<file path="src/rtl/jacobi_pkg.sv">
// Shared definitions for the Jacobi eigen-solver datapath: Q2.30 constants,
// default convergence threshold and the pivot-search FSM encoding.
package jacobi_pkg;

  localparam int W     = 32;
  localparam int IDX_W = 6;

  localparam logic [W-1:0] ONE         = 32'h4000_0000;
  localparam logic [W-1:0] EPS_DEFAULT = 32'h0000_0400;
  localparam logic [W-1:0] ABS_SAT_MAX = 32'h7FFF_FFFF;

  typedef enum logic [2:0] {
    ST_IDLE,
    ST_SCAN,
    ST_FETCH_P,
    ST_FETCH_Q,
    ST_WAIT,
    ST_OFFER,
    ST_DONE
  } state_e;

endpackage

</file>
<file path="src/rtl/jacobi_abs_sat.sv">
// Combinational saturating absolute value: the most negative code maps to the
// largest positive code instead of wrapping back to itself.
module jacobi_abs_sat #(
  parameter int W = jacobi_pkg::W
) (
  input  logic [W-1:0] x_i,
  output logic [W-1:0] mag_o
);

  localparam logic [W-1:0] MIN_NEG = {1'b1, {(W-1){1'b0}}};
  localparam logic [W-1:0] MAX_POS = {1'b0, {(W-1){1'b1}}};

  always_comb begin
    if (x_i == MIN_NEG) begin
      mag_o = MAX_POS;
    end else if (x_i[W-1]) begin
      mag_o = (~x_i) + W'(1);
    end else begin
      mag_o = x_i;
    end
  end

endmodule

</file>
<file path="src/rtl/jacobi_pivot_search.sv">
// Scans the upper triangle of the working matrix for the largest |a_pq|, then
// fetches a_pp/a_qq and offers the pivot, or flags convergence below EPS.
module jacobi_pivot_search #(
  parameter int N     = 32,
  parameter int W     = jacobi_pkg::W,
  parameter int IDX_W = jacobi_pkg::IDX_W,
  parameter logic [W-1:0] EPS = W'(jacobi_pkg::EPS_DEFAULT)
) (
  input  logic             clk,
  input  logic             reset,
  input  logic             start,
  output logic             busy,
  output logic             mem_rd_en,
  output logic [IDX_W-1:0] mem_row,
  output logic [IDX_W-1:0] mem_col,
  input  logic [W-1:0]     mem_rd_data,
  output logic             piv_valid,
  input  logic             piv_ready,
  output logic [IDX_W-1:0] piv_row,
  output logic [IDX_W-1:0] piv_col,
  output logic [W-1:0]     piv_app,
  output logic [W-1:0]     piv_aqq,
  output logic [W-1:0]     piv_apq,
  output logic             converged
);

  import jacobi_pkg::*;

  localparam logic [IDX_W-1:0] LAST_Q = IDX_W'(N - 1);
  localparam logic [IDX_W-1:0] LAST_P = IDX_W'(N - 2);

  state_e           state_q;
  logic             busy_q, converged_q, piv_valid_q;
  logic [IDX_W-1:0] scan_p_q, scan_q_q;
  logic             dat_valid_q;
  logic [IDX_W-1:0] dat_p_q, dat_q_q;
  logic [IDX_W-1:0] last_row_q, last_col_q;
  logic [W-1:0]     best_mag_q, best_apq_q;
  logic [IDX_W-1:0] best_p_q, best_q_q;
  logic [IDX_W-1:0] piv_row_q, piv_col_q;
  logic [W-1:0]     piv_app_q, piv_aqq_q, piv_apq_q;

  logic [W-1:0]     rd_mag;
  logic             take;
  logic [W-1:0]     best_mag_d, best_apq_d;
  logic [IDX_W-1:0] best_p_d, best_q_d;

  jacobi_abs_sat #(.W(W)) u_abs (
    .x_i   (mem_rd_data),
    .mag_o (rd_mag)
  );

  // Strict compare keeps the first element in scan order on ties.
  always_comb begin
    take       = dat_valid_q && (rd_mag > best_mag_q);
    best_mag_d = take ? rd_mag      : best_mag_q;
    best_apq_d = take ? mem_rd_data : best_apq_q;
    best_p_d   = take ? dat_p_q     : best_p_q;
    best_q_d   = take ? dat_q_q     : best_q_q;
  end

  // FETCH_P overlaps the return of the last scan datum, so it addresses
  // through the bypassed best index.
  always_comb begin
    mem_rd_en = 1'b0;
    mem_row   = last_row_q;
    mem_col   = last_col_q;
    unique case (state_q)
      ST_SCAN: begin
        mem_rd_en = 1'b1;
        mem_row   = scan_p_q;
        mem_col   = scan_q_q;
      end
      ST_FETCH_P: begin
        mem_rd_en = 1'b1;
        mem_row   = best_p_d;
        mem_col   = best_p_d;
      end
      ST_FETCH_Q: begin
        mem_rd_en = 1'b1;
        mem_row   = best_q_q;
        mem_col   = best_q_q;
      end
      default: ;
    endcase
  end

  always_ff @(posedge clk) begin
    if (reset) begin
      state_q     <= ST_IDLE;
      busy_q      <= 1'b0;
      converged_q <= 1'b0;
      piv_valid_q <= 1'b0;
      scan_p_q    <= '0;
      scan_q_q    <= '0;
      dat_valid_q <= 1'b0;
      dat_p_q     <= '0;
      dat_q_q     <= '0;
      last_row_q  <= '0;
      last_col_q  <= '0;
      best_mag_q  <= '0;
      best_apq_q  <= '0;
      best_p_q    <= '0;
      best_q_q    <= '0;
      piv_row_q   <= '0;
      piv_col_q   <= '0;
      piv_app_q   <= '0;
      piv_aqq_q   <= '0;
      piv_apq_q   <= '0;
    end else begin
      last_row_q  <= mem_row;
      last_col_q  <= mem_col;
      dat_valid_q <= (state_q == ST_SCAN);
      dat_p_q     <= scan_p_q;
      dat_q_q     <= scan_q_q;
      best_mag_q  <= best_mag_d;
      best_apq_q  <= best_apq_d;
      best_p_q    <= best_p_d;
      best_q_q    <= best_q_d;

      unique case (state_q)
        ST_IDLE: begin
          if (start) begin
            state_q     <= ST_SCAN;
            busy_q      <= 1'b1;
            converged_q <= 1'b0;
            best_mag_q  <= '0;
            best_apq_q  <= '0;
            best_p_q    <= '0;
            best_q_q    <= IDX_W'(1);
            scan_p_q    <= '0;
            scan_q_q    <= IDX_W'(1);
          end
        end
        ST_SCAN: begin
          if (scan_q_q == LAST_Q) begin
            if (scan_p_q == LAST_P) begin
              state_q <= ST_FETCH_P;
            end else begin
              scan_p_q <= scan_p_q + IDX_W'(1);
              scan_q_q <= scan_p_q + IDX_W'(2);
            end
          end else begin
            scan_q_q <= scan_q_q + IDX_W'(1);
          end
        end
        ST_FETCH_P: state_q <= ST_FETCH_Q;
        ST_FETCH_Q: begin
          piv_app_q <= mem_rd_data;
          state_q   <= ST_WAIT;
        end
        ST_WAIT: begin
          piv_aqq_q <= mem_rd_data;
          piv_row_q <= best_p_q;
          piv_col_q <= best_q_q;
          piv_apq_q <= best_apq_q;
          state_q   <= (best_mag_q >= EPS) ? ST_OFFER : ST_DONE;
        end
        // First OFFER cycle only raises valid; ready is honoured once visible.
        ST_OFFER: begin
          if (!piv_valid_q) begin
            piv_valid_q <= 1'b1;
          end else if (piv_ready) begin
            piv_valid_q <= 1'b0;
            busy_q      <= 1'b0;
            state_q     <= ST_IDLE;
          end
        end
        ST_DONE: begin
          converged_q <= 1'b1;
          busy_q      <= 1'b0;
          state_q     <= ST_IDLE;
        end
        default: state_q <= ST_IDLE;
      endcase
    end
  end

  assign busy      = busy_q;
  assign converged = converged_q;
  assign piv_valid = piv_valid_q;
  assign piv_row   = piv_row_q;
  assign piv_col   = piv_col_q;
  assign piv_app   = piv_app_q;
  assign piv_aqq   = piv_aqq_q;
  assign piv_apq   = piv_apq_q;

endmodule

</file>
<file path="config.mk">
export PLATFORM = sky130hd
export DESIGN_NAME = jacobi_pivot_search
export DESIGN_NICKNAME = d
export VERILOG_FILES = /design/src/rtl/jacobi_pkg.sv /design/src/rtl/jacobi_abs_sat.sv /design/src/rtl/jacobi_pivot_search.sv
export SDC_FILE = /design/constraint.sdc
export NUM_CORES = 1
export LEC_CHECK = 0
export CORE_AREA = 10 10 148 150
export CTS_CLUSTER_SIZE = 8
export DETAILED_ROUTE_END_ITERATION = 16
export DIE_AREA = 0 0 158 160
export DONT_BUFFER_PORTS = 1
export GPL_ROUTABILITY_DRIVEN = 0
export PLACE_DENSITY = 0.79
export SKIP_CTS_REPAIR_TIMING = 1
export SLEW_MARGIN = 0
export SYNTH_ARGS = -nofsm -noshare
export SYNTH_HDL_FRONTEND = slang
export SYNTH_SLANG_ARGS = --single-unit
</file>
<file path="constraint.sdc">
create_clock -name clk -period 5.9 [get_ports clk]
set_clock_uncertainty 0.15 [all_clocks]
set_input_delay 0.885 -clock clk [delete_from_list [all_inputs] [get_ports clk]]
set_output_delay 0.885 -clock clk [all_outputs]
set_load 0.02 [all_outputs]
</file>
==> impl_summary.md, run 1 <==
Status
The flow ran to the end, but the final reports show violations. The final reports fail on negative setup slack.

Setup path
The endpoint arrival time on the critical path is 5.06 ns. The capturing element type of the critical path is an output port. Along the worst path, the maximum fanout reaches 8.

The classification of the worst setup path is input pin to output port. The required time at the worst-slack endpoint is 4.87 ns. The worst setup path is launched from an input pin.

Floorplan
The number of I/O pins is 160. The floorplan step defined a die boundary enclosing 25300 µm². The starting utilization of the core area is 0.533. The core footprint is 19100 µm².

Measured along the y axis, the die boundary spans 160 µm. The total number of placement rows is 51. Measured along the x axis, the die boundary spans 158 µm.

Timing
The slack of the critical path is -0.199 ns. The final sum of negative setup slack is -2.02 ns. Setup violations remaining at the end of the flow were counted as 12. Setup repair after global routing could not meet its margin everywhere. The post-layout minimum cycle time is between 6 and 7 ns. The final hold violation count is 0. The worst hold margin is 0.284 ns. The final max-slew violation count is 0. Based on the critical path, the design can be clocked at up to 164 MHz. The measured slew at the worst slew-check pin is ~1.1 ns.

Dividing the final minimum period by the clock period gives 1.03. In this run the tightest slew margin relative to its limit is 0.278.

Place
During placement, the flow inserted port buffers numbering 0. The HPWL after detailed placement is 17500 µm. The placed standard-cell area is 10400 µm². The placed cell count is between 1000 and 1500.

Logic synthesis
After synthesis, the largest family of logic cells by area is simple AND/OR/NAND/NOR gates. Averaged over all synthesized cells, the footprint is just under 8 µm². Of the total synthesized cell area, the portion taken by XOR and XNOR cells is 0.0250. The cell taking the most area after synthesis is sky130_fd_sc_hd__dfxtp_1. The cell with the most instances after synthesis is sky130_fd_sc_hd__nand2_1. In the post-synthesis netlist, the biggest area contributors are sky130_fd_sc_hd__dfxtp_1 (45%), sky130_fd_sc_hd__nand2_1 (15%), sky130_fd_sc_hd__a21oi_1 (9.9%), sky130_fd_sc_hd__ha_1 (4.5%), sky130_fd_sc_hd__a211oi_1 (2.8%). The post-synthesis instance area is around 10000 µm². The number of enable flip-flop cells after synthesis is 0. The synthesized net count is 1385. The share of the synthesized area in compound gates (AO/OA/AOI/OAI) is 0.176. The async set-reset flop share out of synthesis is 0.

The number of flip-flops and latches in the synthesized netlist is between 200 and 250. The number of distinct library cell variants in the gate-level netlist after synthesis is 60. The synthesized instance count is 1312. The share of synthesized area occupied by flip-flops and latches is 0.447. After synthesis, the most frequently instantiated cells are sky130_fd_sc_hd__nand2_1 (403), sky130_fd_sc_hd__dfxtp_1 (227), sky130_fd_sc_hd__a21oi_1 (201), sky130_fd_sc_hd__nor2_1 (72), sky130_fd_sc_hd__clkbuf_1 (66).

The adder-cell share of the synthesized area is 0.0455. After synthesis, the share of cell area in mux cells is 0.00307. The Yosys step of the flow raised 0 warnings. The primary flip-flop cell chosen by synthesis mapping is sky130_fd_sc_hd__dfxtp_1. The fraction of post-synthesis cell area in the top cell type by area is 0.447. Of the total synthesized cell area, the portion taken by AND, OR, NAND and NOR gates is 0.251.

Global routing
The overall overflow remaining after global route is 0. In the global route stage, met3 resource usage came out at 0.0577. The overall track demand over capacity in global routing is 0.207.

In the global route stage, met2 resource usage came out at 0.344. The initial antenna violation count is 0. The global-route wire length before repair is 43600 µm.

After global routing, the most crowded layer is met2. The via count of the first global-routing pass is 8429. The largest net degree at the start of global routing is 150.

For this run, global-route usage on met1 was measured as 0.256.

Clocking
The clock root buffer is sky130_fd_sc_hd__clkbuf_16. The CTS H-tree depth is 2. The clock latency on the worst-skew pair is 0.50 ns.

TritonCTS built the clock tree. The clock sink total is between 200 and 250. The number of buffers created by CTS is 34. Clock-pin slew was measured on the worst setup and hold paths at 0.05 ns. The clock tree buffer depth is 3.

Routing
The count of unresolved DRC violations after routing is 0. Using the TritonRoute via totals, the vias-per-cell ratio works out to 5.80. The antenna violation net count after detailed routing is 0.

For this block, the initial DRC count from the detailed router was ~700. The count of vias placed by the detailed router is just under 9000. The pre-antenna-repair detailed-routing pass consisted of 5 iterations. The detailed-route wire length per cell is 17.9 µm. The detailed-route wire length is about 28000 µm.

Final layout
The total number of nets in the final design is 1375. At the end of the flow the core is filled with cells to 0.606. The finished cells cover around 12000 µm². Of the cells placed in the final design, the portion with a size suffix greater than 1 is 0.108. The number of fill cells is 1676. Compared with the post-synthesis result, the final layout area differs by 13.6%. The count of cells in the finished layout, fillers not included, comes to 1541. The number of antenna diodes in the final layout is 0.

Power and ir drop
The power density of the placed cells is 326 nW/µm². VDD sags by at most 0.000206 V. The leakage power of the design is 4.01 nW.

Worst hold path
In this run the worst hold path is classified as flop to flop.

Run
The max capacitance violation total is 0.
-- state kept, by name, summed over array words and instances (netlist names), 32 cells and up --
signal / cells
piv_apq: 32
best_apq_q: 32
piv_app: 32
piv_aqq: 32
best_mag_q: 32
-- final cells by class --
class / count / area, µm² / share of cell area
clock buffers: 35 / 876 / 0.0758
repair buffers: 48 / 407 / 0.0352
well taps: 238 / 298 / 0.0258
flip-flops and latches: 227 / 4540 / 0.393
clock inverters: 2 / 16.3 / 0.00141
inverters: 35 / 131 / 0.0114
multi-input cells: 956 / 5290 / 0.457
-- power by group --
group	switching (W)	internal, W	total [W]
Clock	0.000636	0.00104	0.00167
Sequential	0.0000369	0.00158	0.00162
Combinational	0.000294	0.000182	0.000477
Total	0.000968	0.00280	0.00377
-- per-stage QoR --
step                      worst slack, ns  total power, W
after CTS                          -0.190         0.00377
after floorplan                    0.0176         0.00200
after global routing               -0.341         0.00393
final                              -0.199         0.00377
after detailed placement           -0.162         0.00209
after global placement             -0.105         0.00208
-- critical path: stages --
cell and delay, ns:
sky130_fd_sc_hd__nor4_4 0.28, sky130_fd_sc_hd__buf_4 0.17, sky130_fd_sc_hd__nand4_1 0.11, sky130_fd_sc_hd__buf_6 0.17, sky130_fd_sc_hd__or4_4 0.53, sky130_fd_sc_hd__o31ai_4 0.24, sky130_fd_sc_hd__a21oi_2 0.10, sky130_fd_sc_hd__ha_1 0.29
sky130_fd_sc_hd__nand4_1 0.11, sky130_fd_sc_hd__or4_4 0.58, sky130_fd_sc_hd__o41ai_4 0.47, sky130_fd_sc_hd__buf_4 0.20, sky130_fd_sc_hd__a311oi_4 0.06, sky130_fd_sc_hd__o211ai_1 0.29, sky130_fd_sc_hd__nor3b_4 0.32, sky130_fd_sc_hd__a21oi_2 0.08
sky130_fd_sc_hd__buf_4 0.16
-- placed cells by master, fill, tap and decap left out, drive strengths merged, types with 3 or more instances in the layout --
master,synthesis,routed
or3,3,3
or4,3,3
nor2,73,73
nor3b,6,6
o41ai,8,8
or2,6,6
ha,37,37
inv,35,36
nand2b,6,6
nor4,11,11
nand3,9,9
a31oi,6,6
nand4,16,16
a211oi,38,38
o31ai,7,7
clkbuf,66,35
xnor2,3,3
xor2,26,26
nor3,22,22
buf,29,48
nor2b,16,16
nand2,404,404
a21oi,202,202
o21ai,20,20
o211ai,8,8
and2,4,4
dfxtp,227,227
-- layer usage --
| layer | vias to the layer above | wire, µm |
|---|---|---|
| met4 | 0 | 606 |
| met2 | 313 | 13100 |
| met3 | 55 | 2500 |
| li1 | 4368 | - |
| met5 | - | 0 |
| met1 | 4201 | 11300 |
-- cells by family (layout without fill, tap and decap cells) --
logic type,count (synthesis),count (layout)
adder cells (fa/ha/maj),37,37
flip-flops,227,227
AND/OR/NAND/NOR,584,584
multiplexers,3,3
XOR/XNOR,29,29
buffers and inverters,130,120
AO/OA/AOI/OAI,302,303
-- path summary, 6_finish.rpt --
path / to / cells after the start / slack, ns / from
hold / removal: best_q_q[5]$_SDFF_PP0_ / 2 / 0.28 / dat_q_q[5]$_SDFF_PP0_
setup / recovery: mem_col[4] / 17 / -0.20 / mem_rd_data[6]
hold reg to reg: best_q_q[5]$_SDFF_PP0_ / 2 / 0.28 / dat_q_q[5]$_SDFF_PP0_
setup reg to reg: best_mag_q[0]$_SDFF_PP0_ / 12 / 2.28 / best_mag_q[24]$_SDFF_PP0_
Note: power is estimated with default switching activity, not from simulation.
==> run 2, diff against run 1 <==
--- a/config.mk
+++ b/config.mk
@@ -13,6 +13,7 @@
 export GPL_ROUTABILITY_DRIVEN = 0
 export PLACE_DENSITY = 0.79
 export SKIP_CTS_REPAIR_TIMING = 1
+export SKIP_LAST_GASP = 1
 export SLEW_MARGIN = 0
 export SYNTH_ARGS = -nofsm -noshare
 export SYNTH_HDL_FRONTEND = slang
==> results of run 2 <==
Final layout, timing and power as in run 1 (identical DEF).
==> run 3, diff against run 2 <==
--- a/config.mk
+++ b/config.mk
@@ -12,6 +12,7 @@
 export DONT_BUFFER_PORTS = 1
 export GPL_ROUTABILITY_DRIVEN = 0
 export PLACE_DENSITY = 0.79
+export REMOVE_ABC_BUFFERS = 1
 export SKIP_CTS_REPAIR_TIMING = 1
 export SKIP_LAST_GASP = 1
 export SLEW_MARGIN = 0
==> run 3 against run 2 <==
The flow still finishes with violations (negative setup slack). Via count fell by 0.91%. Sequential share of layout area fell by 0.29 points. Design area rose by 0.75%. Hold slack improved by 0.0037 ns. Global-route usage fell by 0.15 points. Critical path depth fell by 1. Total power rose by 0.81%.
==> impl_summary.md, run 3 (synthesis gave the netlist of run 1 again) <==
Status
The run finished, with violations left. The checks that failed: negative setup slack.

Setup path
Across all register-to-register paths, the minimum setup slack is 2.44 ns. The classification of the worst setup path is input pin to output port. Of all nets on the critical path, the largest fanout is 7. STA classifies the critical path endpoint as an output port. Data on the critical path is required at its endpoint by 4.87 ns. The endpoint arrival time on the critical path is between 4 and 5 ns. The count of cells along the worst register-to-register path is 11.

The kind of start point of the critical path is an input pin.

Clocking
The clock tree from TritonCTS is built. The number of buffers created by CTS is 34. After clock tree synthesis, the clock-pin slew on the worst setup and hold paths is 0.05 ns. The clock sink total is 227. The CTS H-tree depth is 2.

The clock latency on the worst-skew pair is 0.51 ns. The clock tree buffer depth is 3. The tree is rooted in a sky130_fd_sc_hd__clkbuf_16.

Floorplan
The region available for standard cell placement spans between 15000 and 20000 µm². The number of I/O pins is between 150 and 200. In this run the core area contains 51 standard-cell rows.

The area enclosed by the die boundary is about 25000 µm². The die outline width is approximately 160 µm. The die extent in y is around 160 µm.

The starting utilization of the core area is 0.533.

Place
The half-perimeter wire length after placement is 17600 µm. The number of placed instances, taps included, is 1491. The count of buffers added on input and output ports is 0.

Worst hold path
The cell count of the worst hold path is 2. The worst min-delay path category is flop to flop.

Timing
The measured slew at the worst slew-check pin is around 1.1 ns. The final hold violation count came to 0. Setup violations remaining at the end of the flow were counted as 2.

The slack of the critical path is -0.00767 ns. Of the available clock period, the critical path in the final layout requires 1.00. The highest attainable clock frequency is 169 MHz. The tightest slew margin relative to the limit is 0.278. Setup repair after global routing could not meet its margin everywhere. The post-layout minimum cycle time is 5.91 ns. The final max-slew violation count is 0.

Final layout
The leading cell type in the layout, fill and taps excluded is sky130_fd_sc_hd__nand2_1. The share of post-route cells with drive strength above 1 is 0.109. The library cells used most frequently in the layout, excluding fill and tap cells, are sky130_fd_sc_hd__nand2_1 (402), sky130_fd_sc_hd__dfxtp_1 (227), sky130_fd_sc_hd__a21oi_1 (193). The utilization after layout is 0.610. 0 antenna diodes ended up in the layout. The synthesis-to-layout area growth is 14.4%. Leaving out filler cells and counting taps, the final layout contains 1544. The total number of nets in the final design is 1374.

Global routing
Across every metal layer, demand over resource in global routing totals 0.205. The initial antenna violation count is 0. The global-route wire length before repair is 43300 µm.

The overall overflow remaining after global route is 0. The via count of the first global-routing pass is 8552. The largest net degree at the start of global routing is 150.

Routing
In the final routed layout, each cell accounts on average for around 18 µm. The count of unresolved DRC violations after routing is 0. The mean number of vias per cell is between 5 and 6. The first detailed-routing pass ran for 5 iterations.

The initial DRC count is 638. The antenna violation net count after detailed routing is 0. Summed over all layers, the routed wires come to 27300 µm. The count of vias placed by the detailed router is 8856.

Run
Across the run, the number of max-cap violations was 0.

Power and ir drop
The completed layout was analyzed and its total power is 0.00380 W. The power density of the placed cells is about 330 nW/µm². The leakage power of the design is 4.07 nW. IR analysis of the VDD net gives a maximum drop of 0.000263 V.
-- run 3: cell types whose count changed in the layout (fill, tap and decap cells not counted), sizes merged --
cell	change
clkinvlp	-1
inv	-1
clkbuf	+5
buf	-1
clkinv	+2
a311oi	-1
-- run 3: path summary, 6_finish.rpt --
path | endpoint | start
worst max-delay path | mem_col[3] | mem_rd_data[9]
worst min-delay path | best_q_q[2]$_SDFF_PP0_ | dat_q_q[2]$_SDFF_PP0_
worst max register to register | best_mag_q[0]$_SDFF_PP0_ | best_mag_q[31]$_SDFF_PP0_
worst min register to register | best_q_q[2]$_SDFF_PP0_ | dat_q_q[2]$_SDFF_PP0_
-- run 3: critical path: stages --
cell and delay, ns:
sky130_fd_sc_hd__nor4_4 0.33, sky130_fd_sc_hd__nand4_1 0.15, sky130_fd_sc_hd__buf_6 0.16, sky130_fd_sc_hd__or3_4 0.42, sky130_fd_sc_hd__o41ai_4 0.33, sky130_fd_sc_hd__mux2i_1 0.14
sky130_fd_sc_hd__ha_1 0.33, sky130_fd_sc_hd__nand4_1 0.12, sky130_fd_sc_hd__or4_4 0.46, sky130_fd_sc_hd__o41ai_4 0.48, sky130_fd_sc_hd__a311oi_4 0.12, sky130_fd_sc_hd__buf_12 0.19
sky130_fd_sc_hd__o211ai_1 0.20, sky130_fd_sc_hd__nor3b_4 0.32, sky130_fd_sc_hd__a21oi_2 0.10, sky130_fd_sc_hd__buf_6 0.14
-- run 3: routing by layer --
| layer | share of wire | global-route usage | wire, µm |
|---|---|---|---|
| met5 | 0 | 0 | 0 |
| met4 | 0.027 | 0.0826 | 724 |
| met3 | 0.086 | 0.0610 | 2340 |
| met2 | 0.49 | 0.347 | 13200 |
| met1 | 0.40 | 0.237 | 11000 |
-- run 3: per-stage QoR --
stage	hold WS (ns)	cell area [µm²]	setup TNS [ns]	setup slack, ns
finish	0.288	11600	-0.0142	-0.00767
global route	0.308	11600	-1.56	-0.176
CTS	0.287	11300	-0.933	-0.114
detailed placement	0.279	10400	-0.704	-0.0954
global placement	0.273	10400	0	0.0601
floorplan	0.267	9760	0	0.0763
-- run 3: layout make-up --
| class | instances | area, µm² |
|---|---|---|
| fillers | 1647 | 7430 |
| multi-input cells | 955 | 5300 |
| flip-flops and latches | 227 | 4540 |
| clock buffers | 39 | 901 |
| repair buffers | 48 | 437 |
| well taps | 238 | 298 |
| inverters | 35 | 131 |
| clock inverters | 2 | 32.5 |
-- run 3: report_power, final --
group,internal [W],switching (W),leakage [nW]
registers,0.00158,0.0000367,1.83
logic,0.000180,0.000289,1.78
clock network,0.00106,0.000649,0.456
